==> config.mk <==
export PLATFORM = sky130hd
export DESIGN_NAME = quad_decoder
export DESIGN_NICKNAME = d
export VERILOG_FILES = /design/src/rtl/quad_decoder_pkg.sv /design/src/rtl/quad_sync_filter.sv /design/src/rtl/quad_decoder.sv
export SDC_FILE = /design/constraint.sdc
export NUM_CORES = 1
export LEC_CHECK = 0
export CORE_MARGIN = 5
export CORE_UTILIZATION = 60
export CTS_CLUSTER_DIAMETER = 120
export DETAILED_ROUTE_END_ITERATION = 10
export PLACE_DENSITY_LB_ADDON = 0.1
export SLEW_MARGIN = 20
export SYNTH_ARGS = -nofsm -noshare
export SYNTH_HDL_FRONTEND = slang
export SYNTH_SLANG_ARGS = --single-unit
==> constraint.sdc <==
create_clock -name clk -period 2.3 [get_ports clk]
set_input_delay 0.345 -clock clk [delete_from_list [all_inputs] [get_ports clk]]
set_output_delay 0.345 -clock clk [all_outputs]
set_load 0.005 [all_outputs]
==> src/rtl/quad_decoder_pkg.sv <==
// Shared constants and helpers for the quadrature decoder.
// Holds state encoding, default filter length and the step table.
package quad_decoder_pkg;

    localparam int FILTER_LEN_DEF = 3;

    localparam logic ST_INIT = 1'b0;
    localparam logic ST_RUN  = 1'b1;

    typedef struct packed {
        logic up;
        logic bad;
    } move_t;

    // Forward sequence on {A,B}: 00 -> 10 -> 11 -> 01 -> 00
    function automatic logic [1:0] up_next(input logic [1:0] ab);
        logic [1:0] nx;
        unique case (ab)
            2'b00: nx = 2'b10;
            2'b10: nx = 2'b11;
            2'b11: nx = 2'b01;
            2'b01: nx = 2'b00;
        endcase
        return nx;
    endfunction

    function automatic move_t classify(
        input logic [1:0] prev,
        input logic [1:0] cur
    );
        move_t m;
        m.bad = &(prev ^ cur);
        m.up  = (cur == up_next(prev));
        return m;
    endfunction

endpackage

==> src/rtl/quad_sync_filter.sv <==
// Two-flop synchronizer followed by a run-length glitch filter.
// valid rises once the filter has seen a settled input after reset.
module quad_sync_filter
    import quad_decoder_pkg::*;
#(
    parameter int FILTER_LEN = FILTER_LEN_DEF
) (
    input  logic clk,
    input  logic rst,
    input  logic d,
    output logic filt,
    output logic valid
);

    localparam logic [3:0] LEN  = 4'(FILTER_LEN);
    localparam logic [4:0] WARM = 5'(FILTER_LEN + 2);

    logic       s1;
    logic       s2;
    logic [3:0] run;
    logic [4:0] age;

    always_ff @(posedge clk or negedge rst) begin
        if (!rst) begin
            s1   <= 1'b0;
            s2   <= 1'b0;
            run  <= '0;
            filt <= 1'b0;
            age  <= '0;
        end else begin
            s1 <= d;
            s2 <= s1;
            if (age != WARM)
                age <= age + 5'd1;
            // the sample seen on the flip edge already counts against the new level
            if (run == LEN) begin
                filt <= ~filt;
                run  <= (s2 == filt) ? 4'd1 : 4'd0;
            end else if (s2 != filt) begin
                run <= run + 4'd1;
            end else begin
                run <= '0;
            end
        end
    end

    assign valid = (age == WARM) && (run == '0);

endmodule

==> src/rtl/quad_decoder.sv <==
// Quadrature decoder: filtered A/B into up/down step pulses.
// Double-bit jumps are flagged and counted instead of stepped.
module quad_decoder
    import quad_decoder_pkg::*;
#(
    parameter int FILTER_LEN = FILTER_LEN_DEF
) (
    input  logic       clk,
    input  logic       rst,
    input  logic       a_in,
    input  logic       b_in,
    input  logic       dec_en,
    input  logic       clr_err,
    output logic       enable,
    output logic       upDown,
    output logic       err,
    output logic [3:0] err_cnt
);

    logic       fa;
    logic       fb;
    logic       va;
    logic       vb;
    logic       state;
    logic [1:0] prev;
    logic [1:0] cur;
    logic       moved;
    logic       bad_step;
    move_t      mv;

    quad_sync_filter #(.FILTER_LEN(FILTER_LEN)) u_a (
        .clk   (clk),
        .rst   (rst),
        .d     (a_in),
        .filt  (fa),
        .valid (va)
    );

    quad_sync_filter #(.FILTER_LEN(FILTER_LEN)) u_b (
        .clk   (clk),
        .rst   (rst),
        .d     (b_in),
        .filt  (fb),
        .valid (vb)
    );

    assign cur      = {fa, fb};
    assign mv       = classify(prev, cur);
    assign moved    = (state == ST_RUN) && (cur != prev);
    assign bad_step = moved && mv.bad;

    always_ff @(posedge clk or negedge rst) begin
        if (!rst) begin
            state  <= ST_INIT;
            prev   <= '0;
            enable <= 1'b0;
            upDown <= 1'b1;
            err    <= 1'b0;
        end else begin
            enable <= 1'b0;
            err    <= 1'b0;
            unique case (state)
                ST_INIT: begin
                    if (va && vb) begin
                        prev  <= cur;
                        state <= ST_RUN;
                    end
                end
                ST_RUN: begin
                    if (moved) begin
                        prev <= cur;
                        if (mv.bad) begin
                            err <= 1'b1;
                        end else if (dec_en) begin
                            enable <= 1'b1;
                            upDown <= mv.up;
                        end
                    end
                end
            endcase
        end
    end

    always_ff @(posedge clk or negedge rst) begin
        if (!rst)
            err_cnt <= '0;
        else if (clr_err)
            err_cnt <= '0;
        else if (bad_step && err_cnt != 4'hF)
            err_cnt <= err_cnt + 4'd1;
    end

endmodule

======== Word-level counts from Yosys, hierarchy flattened ========
Cells that the tools add are included.
operators by class
  mux-type cells .......................... 21
  $add $sub $neg .......................... 5
  eq/ne operators ......................... 18
  bitwise gates (word level) .............. 5
  reduce and logical (&&, ||, !) cells .... 13
operators with widths
  kind                 count
  $mux 4               6
  $add 4x1->4 const B  3
  $mux 1               11
  $add 5x1->5 const B  2
  $eq 5x3->1 const B   2
  $ne 5x3->1 const B   2
  $eq 4x2->1 const B   2
  $logic_not 4->1      2
  $pmux 2 s4           1
  $logic_and 1x1->1    6
  $eq 2x2->1 const B   2
  $mux 2               2
  $ne 4x4->1 const B   1
  $not 1->1            4
  $pmux 2 s2           1
  $reduce_and 2->1     2
  $reduce_and 4->1     1
  $eq 1x1->1           2
  $eq 2x1->1 const B   1
  $eq 2x2->1           1
  $logic_not 2->1      1
  $ne 1x1->1           2
  $ne 2x1->1 const B   1
  $ne 2x2->1           1
  3 further kinds      3
word-level totals
  bits of input ports ..................... 6
  word-level logic and storage cells ...... 78
  output and inout port bits .............. 7
  flip-flop bits (word level) ............. 34

======== Logic depth before layout (Yosys ltp) ========
Gate-level depths: netlist of run 1.
  word-level depth ........................ 6
  mapped depth ............................ 5
  mapped depth without buffers ............ 5

======== Modules after synthesis ========
Synthesis of run 1 repeated with hierarchy kept, for this count alone.
second synthesis, totals
  cells, all modules ...................... 129
  area, all modules ....................... 1555.2 µm²
modules (own cells, without submodules)
  module            sequential area each (µm²)  times used  area an instance (µm²)  cells an instance
  quad_sync_filter  300.3                       2           539.3                   44
  quad_decoder      251.5                       1           476.7                   41

======== Worst setup path after synthesis of run 1 ========
OpenSTA, ideal clock, no wires.
  path type ............................... flip-flop to flip-flop
  start point ............................. register u_b.age[0]
  end point ............................... register prev[0]
  slack ................................... 0.748 ns
  buffers on the path ..................... 0
  library setup time ...................... 0.125 ns
  clock period less this slack ............ 1.552 ns
  required time ........................... 2.175 ns
  arrival ................................. 1.428 ns
  stages on the path, launching flop included .. 5
  path through ............................ dfrtp_1 ha_1 and4bb_2 a41oi_2 mux2_2
on the way
  cells in the longest elaborated chain, start to end .. 5
RTL lines
  what                               line                    text
  start: declaration                 quad_sync_filter.sv:21  logic [4:0] age;
  start signal: assignment           quad_sync_filter.sv:34  age <= age + 5'd1;
  $eq 5x3->1                         quad_sync_filter.sv:47  assign valid = (age == WARM) && (run == '0);
  $logic_and 1x1->1                  quad_sync_filter.sv:47
  $logic_and 1x1->1                  quad_decoder.sv:64      if (va && vb) begin
  $ne 2x2->1 (no source line)        n/a
  $reduce_and 2->1 (no source line)  n/a
  end signal: assignment             quad_decoder.sv:65      prev <= cur;
  end signal: assignment             quad_decoder.sv:71      prev <= cur;
  end: declaration                   quad_decoder.sv:25      logic [1:0] prev;
No other way between the ends.
A chain may end at the register's enable or synchronous reset.

======== Worst setup path in the final report of run 1 ========
  start point ............................. register upDown
  end point ............................... output upDown
RTL lines
  what                      line                text
  start: declaration        quad_decoder.sv:15  output logic upDown,
  start signal: assignment  quad_decoder.sv:76  upDown <= mv.up;
No word-level cell between the ends.

==> results of run 1 <==
-- cell type report --
type | instances | area, sq um | share of cell area (%)
sequential | 34 | 852 | 47.1
inverter | 8 | 30.0 | 1.66
clock inverter | 1 | 5.00 | 0.277
clock buffer | 7 | 55.1 | 3.04
timing repair buffer | 13 | 128 | 7.06
tap | 30 | 37.5 | 2.08
multi-input combinational | 90 | 701 | 38.8
-- registers in the layout, indices dropped and copies added (netlist names) --
| register | cells |
|---|---|
| enable | 1 |
| err | 1 |
| err_cnt | 4 |
| prev | 2 |
| state | 1 |
| u_a.age | 5 |
| u_a.filt | 1 |
| u_a.run | 4 |
| u_a.s1 | 1 |
| u_a.s2 | 1 |
| u_b.age | 5 |
| u_b.filt | 1 |
| u_b.run | 4 |
| u_b.s1 | 1 |
| u_b.s2 | 1 |
| upDown | 1 |
-- metrics by stage --
step | utilization, % | std cells | cell area (sq um)
6_report | 71.7 | 183 | 1810
2_1_floorplan | - | 134 | 1610
5_1_grt | 71.7 | 183 | 1810
3_5_place_dp | 69.3 | 175 | 1750
3_3_place_gp | 69.3 | 175 | 1750
4_1_cts | 71.7 | 183 | 1810
-- logic make-up after synthesis --
group / after synthesis / share of synthesized area [%]
simple gates: 44 / 16.6
flops: 34 / 53.1
xor+xnor: 19 / 11.3
compound gates: 13 / 5.30
buf+inv: 10 / 3.27
fa+ha+maj: 9 / 7.01
mux: 5 / 3.43
-- synth_stat cells, types with 3 or more instances --
cell type / count
sky130_fd_sc_hd__a21oi_1: 4
sky130_fd_sc_hd__dfrtp_1: 33
sky130_fd_sc_hd__ha_1: 9
sky130_fd_sc_hd__inv_1: 8
sky130_fd_sc_hd__mux2_2: 3
sky130_fd_sc_hd__nand2_1: 5
sky130_fd_sc_hd__nand2b_1: 7
sky130_fd_sc_hd__nand3_1: 7
sky130_fd_sc_hd__nor2_1: 7
sky130_fd_sc_hd__nor3b_1: 3
sky130_fd_sc_hd__o21ai_0: 4
sky130_fd_sc_hd__xnor2_1: 10
sky130_fd_sc_hd__xor2_1: 7
-- routing by layer --
layer,part of all wire [%],global-route usage (%),vias to the layer above
met3,4.8,7.85,8
met1,45,21.0,458
li1,-,-,489
met5,0,0,-
met4,2.8,9.09,0
met2,48,26.3,15
-- power groups by stage --
| stage | registers, mW | clock network, mW | logic, mW |
|---|---|---|---|
| CTS | 0.820 | 0.352 | 0.558 |
| global placement | 0.822 | 0 | 0.528 |
| floorplan | 0.786 | 0 | 0.468 |
| finish | 0.818 | 0.339 | 0.549 |
| global route | 0.838 | 0.386 | 0.617 |
| detailed placement | 0.834 | 0 | 0.554 |
-- final timing paths --
path	startpoint	endpoint	slack [ns]	depth (start not counted)
setup / recovery	upDown$_DFFE_PN1P_	upDown	0.57	1
hold / removal	u_a.s1$_DFF_PN0_	u_a.s2$_DFF_PN0_	0.37	0
setup reg to reg	u_b.age[0]$_DFFE_PN0P_	prev[1]$_DFFE_PN0P_	0.66	4
hold reg to reg	u_a.s1$_DFF_PN0_	u_a.s2$_DFF_PN0_	0.37	0
max in group asynchronous	rst	upDown$_DFFE_PN1P_	1.57	2
min in group asynchronous	rst	err_cnt[3]$_DFFE_PN0P_	0.40	2
==> impl_metrics.tcl, run 1 <==
set metrics [dict create \
    outcome "completed" \
    die-area_sq_um 3810 \
    die_h_microns 61.7 \
    synth_fp_nets 149 \
    global_route.overflow_total 0 \
    grt_start_max_net_pins 35 \
    fin_hold_ws_ns 0.365 \
    synthDominantAreaCellType "sky130_fd_sc_hd__dfrtp_1" \
    max_freq_mhz 579 \
    finalSetupViolCount 0 \
    vias_per_cell 5.30 \
    power_density_nw_per_um2 943 \
    crit_path_max_fanout 3 \
    cpMaxStageDelayCell "sky130_fd_sc_hd__dfstp_2" \
    first_global_vias 1036 \
    routabilityCongestion 0.743 \
    clock-sinks 34 \
    critPathArrivalTime_ns 1.38 \
    combinationalPowerShare_pct 32.2 \
    synth_sequential_area_ratio_pct 53.1 \
    antenna_left 0 \
    cts_root_buf "sky130_fd_sc_hd__clkbuf_4" \
    drt_pre_antenna_iters 4 \
    pwr-share-clk_pct 19.9 \
    max-slew-margin-rel_pct 66.3 \
    die_x_microns 61.7 \
    proportion_of_layout_cells_with_a_drive_suffix_above_1_pct 11.8 \
    timing.critical_path.buf_inv 1 \
    leakage_nw 0.770 \
    port_buffers 12 \
    hpwl_microns 1850 \
    number_of_buffers_created_by_cts 5 \
    final.setup.tns_ns 0 \
    netlist_top_cells_area "sky130_fd_sc_hd__dfrtp_1, sky130_fd_sc_hd__ha_1, sky130_fd_sc_hd__xnor2_1" \
    placement.setup.worst_slack_ns 0.669 \
    worst_setup_path_end_kind "output port" \
    synth_top_cell_area_share_pct 51.4 \
    cellInternalPower_mw 1.16 \
    max_slew.worst_pin.slew_ns 0.504 \
    number_of_design_rule_violations_left_after_detail_routing 0 \
    dr.first_iter.drc_count 23 \
    syn-cell-area_sq_um 1610 \
    critPathLaunchType "flip-flop" \
    post_synth_inst_count 134 \
    rsz_0062_raised_after_global_routing "false" \
    pins_over_slew_limit 0 \
    antenna_found_initial 0 \
    floorplan.io_pins 13 \
    cts.repair.resized 0 \
    critical_path.cell_chain "clkdlybuf4s50_1" \
    yosys_warnings 0 \
    grt_util_all_layers_pct 17.4 \
    synth_enable_flop_cells 0 \
    final_critical_delay_including_setup_and_external_delays_ns 1.73 \
    wl_per_cell_microns 13.7 \
    latest_clock_arrival_within_the_worst_skew_pair_ns 0.33 \
    tritoncts "built" \
    initial_core_util_pct 63.6 \
    synthToLayoutAreaGrowth_pct 12.6 \
    cts.reportedPaths.clkPinSlew_ns 0.10 \
    crit_family "flip-flops" \
    num-nets-final 167 \
    ys_ff_latch 34 \
    vdd_ir_drop_max_uv 725 \
    grt_first_pass_wirelength_microns 4620 \
    clock_path_buffers 2 \
    via_count 970 \
    cts.htree.levels 2 \
    net_sw_power_mw 0.542 \
    cts_setup_buffers 0 \
    tot_pwr_mw 1.71 \
    synth_top_flop_cell "sky130_fd_sc_hd__dfrtp_1" \
    p_seq_share_pct 48.0 \
    setup_slack_ns 0.573 \
    postSynthAreaPerCell_sq_um 12.0 \
    most_frequent_standard_cell_in_the_layout_excluding_fill_and_tap_cells "sky130_fd_sc_hd__dfrtp_1" \
    most_frequent_cells_in_the_layout "sky130_fd_sc_hd__dfrtp_1, sky130_fd_sc_hd__clkdlybuf4s50_1, sky130_fd_sc_hd__xnor2_1, sky130_fd_sc_hd__ha_1, sky130_fd_sc_hd__inv_1" \
    placeableCoreArea_sq_um 2520 \
    hold_viol_final 0 \
    fill_cells 182 \
    diodes 0 \
    cts_hold_buf 0 \
    period_share_pct 75.1 \
    postRouteWirelength_microns 2510 \
    worst_hold_path_type "reg2reg" \
    critPathKind "reg2out" \
    power.switching_fraction_pct 31.8 \
    largest_incremental_delay_on_the_critical_path_ns 0.55 \
    worst-endpoint-required_ns 1.96 \
    synth_cell_type_count 33 \
    postSynth.asyncResetShare_pct 100 \
    rows 18 \
    worst_clock_skew_ns 0.00670 \
    max-cap-violations 0 \
]
Note: power is estimated with default switching activity, not from simulation.
==> run 2: changes to the inputs <==
CORE_UTILIZATION = 56   (was 60)
clock period = 1.7 ns   (was 2.3 ns; I/O delays follow)
==> run 2 against run 1 <==
Effect of this change:
- sequential power up 33%
- cell area increased by 2.4%
- power is 32% higher
- combinational power rose by 44%
- global-route usage is 3.7 points lower
- setup slack worse by 0.52 ns
- worst hold slack got worse by 0.056 ns
- die area up 6.0%
- clock skew down 0.0034 ns
==> impl_metrics.tcl, run 2 (synthesis gave the netlist of run 1 again) <==
set metrics [dict create \
    outcome "completed" \
    largest_incremental_delay_on_the_critical_path_ns 0.43 \
    worst-endpoint-required_ns 1.90 \
    port_buffers 12 \
    worst_setup_path_end_kind "flip-flop" \
    antenna_found_initial 0 \
    die_x_microns 63.5 \
    via_count 1008 \
    grt_first_pass_wirelength_microns 4440 \
    diodes 0 \
    number_of_buffers_created_by_cts 5 \
    rows 19 \
    worst_clock_skew_ns 0.00327 \
    tritoncts "built" \
    leakage_nw 0.793 \
    vias_per_cell 5.33 \
    max_slew.worst_pin.slew_ns 0.382 \
    fin_hold_ws_ns 0.309 \
    most_frequent_standard_cell_in_the_layout_excluding_fill_and_tap_cells "sky130_fd_sc_hd__dfrtp_1" \
    timing.critical_path.buf_inv 0 \
    synthToLayoutAreaGrowth_pct 15.4 \
    die_h_microns 63.5 \
    max-cap-violations 0 \
    placeableCoreArea_sq_um 2760 \
    drt_pre_antenna_iters 3 \
    cp.depth 4 \
    max_freq_mhz 606 \
    critPathLaunchType "flip-flop" \
    multi_input_area_sq_um 701 \
    worst_hold_path_type "in2async" \
    routabilityCongestion 0.740 \
    final_critical_delay_including_setup_and_external_delays_ns 1.65 \
    layout_top_registers "u_a.age (5), u_b.age (5)" \
    rsz_0062_raised_after_global_routing "true" \
    number_of_design_rule_violations_left_after_detail_routing 0 \
    cts.reportedPaths.clkPinSlew_ns 0.09 \
    hpwl_microns 1800 \
    clock_path_buffers 2 \
    cts_hold_buf 0 \
    postRouteWirelength_microns 2380 \
    cpMaxStageDelayCell "sky130_fd_sc_hd__dfrtp_1" \
    fill_cells 211 \
    finalSetupViolCount 0 \
    crit_path_max_fanout 6 \
    critPathArrivalTime_ns 1.85 \
    proportion_of_layout_cells_with_a_drive_suffix_above_1_pct 13.9 \
    critical_path.cell_chain "ha_1 -> and4bb_2 -> a41oi_2 -> mux2_2" \
    grt_util_all_layers_pct 13.7 \
    die-area_sq_um 4040 \
    power_density_nw_per_um2 1220 \
    wl_per_cell_microns 12.6 \
    initial_core_util_pct 58.2 \
    num-nets-final 173 \
    hold_viol_final 0 \
    cts.repair.resized 0 \
    crit_family "flip-flops" \
    most_frequent_cells_in_the_layout "sky130_fd_sc_hd__dfrtp_1, sky130_fd_sc_hd__clkdlybuf4s50_1, sky130_fd_sc_hd__xnor2_1, sky130_fd_sc_hd__ha_1, sky130_fd_sc_hd__inv_1" \
    cts_root_buf "sky130_fd_sc_hd__clkbuf_4" \
    critPathKind "reg2reg" \
    floorplan.io_pins 13 \
    cts.htree.levels 2 \
    cts_setup_buffers 0 \
    max-slew-margin-rel_pct 74.4 \
    final-seq-area_sq_um 852 \
    clock-sinks 34 \
    dr.first_iter.drc_count 24 \
    r2r_cells 4 \
    period_share_pct 97.1 \
    antenna_left 0 \
    latest_clock_arrival_within_the_worst_skew_pair_ns 0.31 \
    final.setup.tns_ns 0 \
    first_global_vias 1066 \
    grt_start_max_net_pins 35 \
    pins_over_slew_limit 0 \
    global_route.overflow_total 0 \
    vdd_ir_drop_max_uv 837 \
]
[run 2: changes by cell type in the layout (fill, tap and decap cells not counted), sizes merged]
| cell | before | now |
|---|---|---|
| clkinv | 1 | 0 |
| buf | 1 | 7 |
[run 2: final timing paths]
kind / startpoint / end / slack (ns)
min in group clk: u_b.s1$_DFF_PN0_ / u_b.s2$_DFF_PN0_ / 0.35
setup / recovery: u_b.age[0]$_DFFE_PN0P_ / prev[0]$_DFFE_PN0P_ / 0.05
hold / removal: rst / enable$_DFF_PN0_ / 0.31
max in group asynchronous: rst / upDown$_DFFE_PN1P_ / 1.16
hold reg to reg: u_b.s1$_DFF_PN0_ / u_b.s2$_DFF_PN0_ / 0.35
setup reg to reg: u_b.age[0]$_DFFE_PN0P_ / prev[0]$_DFFE_PN0P_ / 0.05
[run 2: worst reg2reg max path, delay by kind of cell, from the launching register on]
| kind | cells | cell delay (ns) |
|---|---|---|
| AO/OA/AOI/OAI | 1 | 0.26 |
| adder cells (fa/ha/maj) | 1 | 0.22 |
| flip-flops | 1 | 0.43 |
| multiplexers | 1 | 0.36 |
| AND/OR/NAND/NOR | 1 | 0.27 |
[run 2: layout make-up]
| class | count | area share [%] |
|---|---|---|
| Clock buffer | 7 | 2.43 |
| Inverter | 8 | 1.62 |
| Multi-Input combinational cell | 90 | 37.8 |
| Sequential cell | 34 | 46.0 |
| Tap cell | 31 | 2.09 |
| Timing Repair Buffer | 19 | 10.0 |
[run 2: per-stage QoR]
step	std cells	area (sq um)	worst slack, ns	power, mW	utilization [%]
global placement	178	1780	0.117	1.88	64.4
floorplan	134	1610	0.148	1.70	-
CTS	185	1820	0.0236	2.30	66.1
global route	189	1850	-0.0234	2.45	67.2
detailed placement	178	1780	0.0387	1.91	64.4
finish	189	1850	0.0497	2.25	67.2
[run 2: routing by layer]
metal	vias up	GRT usage, %	part of all wire [%]
met3	2	4.62	4.0
met5	-	0	0
met1	490	15.2	42
met2	11	23.9	53
met4	0	5.45	0.71
li1	505	-	-
[run 2: power breakdown]
group	internal, mW	switching [mW]	total, mW
logic	0.446	0.344	0.789
clock network	0.156	0.219	0.375
registers	0.955	0.135	1.09
==> run 3: changes to the inputs <==
CORE_MARGIN = 1.5   (was 5)
==> run 3 against run 2 <==
Effect of this change:
- critical path depth stayed put
- clock-buffer cell count is 1 lower
- fmax rose by 0.77%
- setup slack better by 0.013 ns
- critical endpoint unchanged
- routed wire length shrank 2.0%
- worst hold slack better by 0.0011 ns
- cell area is 0.41% higher
- global-route usage increased by 3.4 points
- first-iteration DRC count grew 29%
- largest cell class unchanged
==> impl_metrics.tcl, run 3 (synthesis gave the netlist of run 1 again) <==
set metrics [dict create \
    diodes 0 \
    max-cap-violations 0 \
    max_freq_mhz 611 \
    vias_per_cell 5.37 \
    clock-sinks 34 \
    worst_hold_path_type "in2async" \
    worst-endpoint-required_ns 1.91 \
    floorplan.io_pins 13 \
    critPathLaunchType "flip-flop" \
    max_slew.worst_pin.slew_ns 0.489 \
    cpMaxStageDelayCell "sky130_fd_sc_hd__dfrtp_1" \
    outcome "completed" \
    vdd_ir_drop_max_uv 1560 \
    leakage_nw 0.795 \
    port_buffers 12 \
    synthToLayoutAreaGrowth_pct 15.8 \
    critPathKind "reg2reg" \
    max-slew-margin-rel_pct 67.3 \
    via_count 998 \
    layout_top_registers "u_a.age (5), u_b.age (5)" \
    most_frequent_standard_cell_in_the_layout_excluding_fill_and_tap_cells "sky130_fd_sc_hd__dfrtp_1" \
    num-nets-final 170 \
    critPathArrivalTime_ns 1.85 \
    clock_path_buffers 2 \
    finalSetupViolCount 0 \
    placement.setup.worst_slack_ns 0.0684 \
    worst_clock_skew_ns 0.00944 \
    tot_pwr_mw 2.45 \
    hold_viol_final 0 \
    worst_setup_path_end_kind "flip-flop" \
    cts.htree.levels 2 \
    initial_core_util_pct 58.7 \
    tritoncts "built" \
    grt_util_all_layers_pct 17.1 \
    reg2reg_from "u_a.age[0]$_DFFE_PN0P_" \
    die_h_microns 56.5 \
    dr.first_iter.drc_count 31 \
    antenna_left 0 \
    grt_start_max_net_pins 35 \
    postRouteWirelength_microns 2330 \
    final_critical_delay_including_setup_and_external_delays_ns 1.64 \
    fin_hold_ws_ns 0.310 \
    die-area_sq_um 3200 \
    crit_path_max_fanout 6 \
    first_global_vias 1005 \
    final.setup.tns_ns 0 \
    r2r_cells 4 \
    rows 19 \
    proportion_of_layout_cells_with_a_drive_suffix_above_1_pct 14.2 \
    largest_incremental_delay_on_the_critical_path_ns 0.42 \
    power_density_nw_per_um2 1320 \
    die_x_microns 56.5 \
    wl_per_cell_microns 12.5 \
    number_of_buffers_created_by_cts 5 \
    pins_over_slew_limit 0 \
    number_of_design_rule_violations_left_after_detail_routing 0 \
    latest_clock_arrival_within_the_worst_skew_pair_ns 0.33 \
    antenna_found_initial 0 \
    timing.rr.end "prev[0]$_DFFE_PN0P_" \
    global_route.overflow_total 0 \
    fill_cells 209 \
    most_frequent_cells_in_the_layout "sky130_fd_sc_hd__dfrtp_1, sky130_fd_sc_hd__clkdlybuf4s50_1, sky130_fd_sc_hd__xnor2_1, sky130_fd_sc_hd__ha_1, sky130_fd_sc_hd__inv_1" \
    timing.reg2reg.setup_slack_ns 0.06 \
    hpwl_microns 1720 \
    cts_root_buf "sky130_fd_sc_hd__clkbuf_4" \
    grt_first_pass_wirelength_microns 4170 \
    period_share_pct 96.3 \
    cts.reportedPaths.clkPinSlew_ns 0.10 \
    routabilityCongestion 0.723 \
    drt_pre_antenna_iters 4 \
    critical_path.cell_chain "ha_1 -> and4bb_2 -> a41oi_2 -> mux2_2" \
    setup_slack_ns 0.0623 \
    placeableCoreArea_sq_um 2730 \
]
## run 3: layer usage
layer  part of all wire, %  global-route usage (%)
met5                     0                       0
met4                   2.7                    9.18
met3                   3.0                    5.07
met2                    47                    26.9
met1                    47                    21.0
## run 3: what timing repair did
item,in CTS,in global routing
hold buffers,0,0
setup buffers,0,2
gates resized for setup,0,1
setup endpoints to repair,0,2
## run 3: report_power, final
group          total, mW  internal (mW)  switching [mW]
Clock              0.590          0.342           0.248
Combinational      0.772          0.444           0.328
Sequential          1.09          0.955           0.134
Total               2.45           1.74           0.710
## run 3: worst max-delay path, delay by kind of cell, from the launching register on
kind / cells / cell delay [ns]
compound gates: 1 / 0.26
flops: 1 / 0.42
simple gates: 1 / 0.28
mux: 1 / 0.36
fa+ha+maj: 1 / 0.20
## run 3: how the worst max path moves through the flow
stage	start	cells past startpoint	to
CTS	u_b.age[0]$_DFFE_PN0P_	4	prev[0]$_DFFE_PN0P_
global route	u_a.age[0]$_DFFE_PN0P_	4	prev[0]$_DFFE_PN0P_
floorplan	u_b.age[0]$_DFFE_PN0P_	4	prev[0]$_DFFE_PN0P_
finish	u_a.age[0]$_DFFE_PN0P_	4	prev[0]$_DFFE_PN0P_
global placement	u_b.age[0]$_DFFE_PN0P_	4	prev[1]$_DFFE_PN0P_
detailed placement	u_b.age[0]$_DFFE_PN0P_	4	prev[0]$_DFFE_PN0P_
## run 3: area by class of cell
cell class | instances | area [sq um] | share of cell area [%]
inverter | 8 | 30.0 | 1.62
sequential | 34 | 852 | 45.8
clock inverter | 1 | 30.0 | 1.62
clock buffer | 6 | 51.3 | 2.76
multi-input combinational | 90 | 707 | 38.0
timing repair buffer | 16 | 150 | 8.08
tap | 31 | 38.8 | 2.09
## run 3: metrics by stage
| step | cell area, sq um | cells | util, % |
|---|---|---|---|
| floorplan | 1610 | 134 | - |
| global placement | 1760 | 177 | 64.3 |
| detailed placement | 1760 | 177 | 64.3 |
| CTS | 1840 | 184 | 67.2 |
| global route | 1860 | 186 | 68.0 |
| finish | 1860 | 186 | 68.0 |
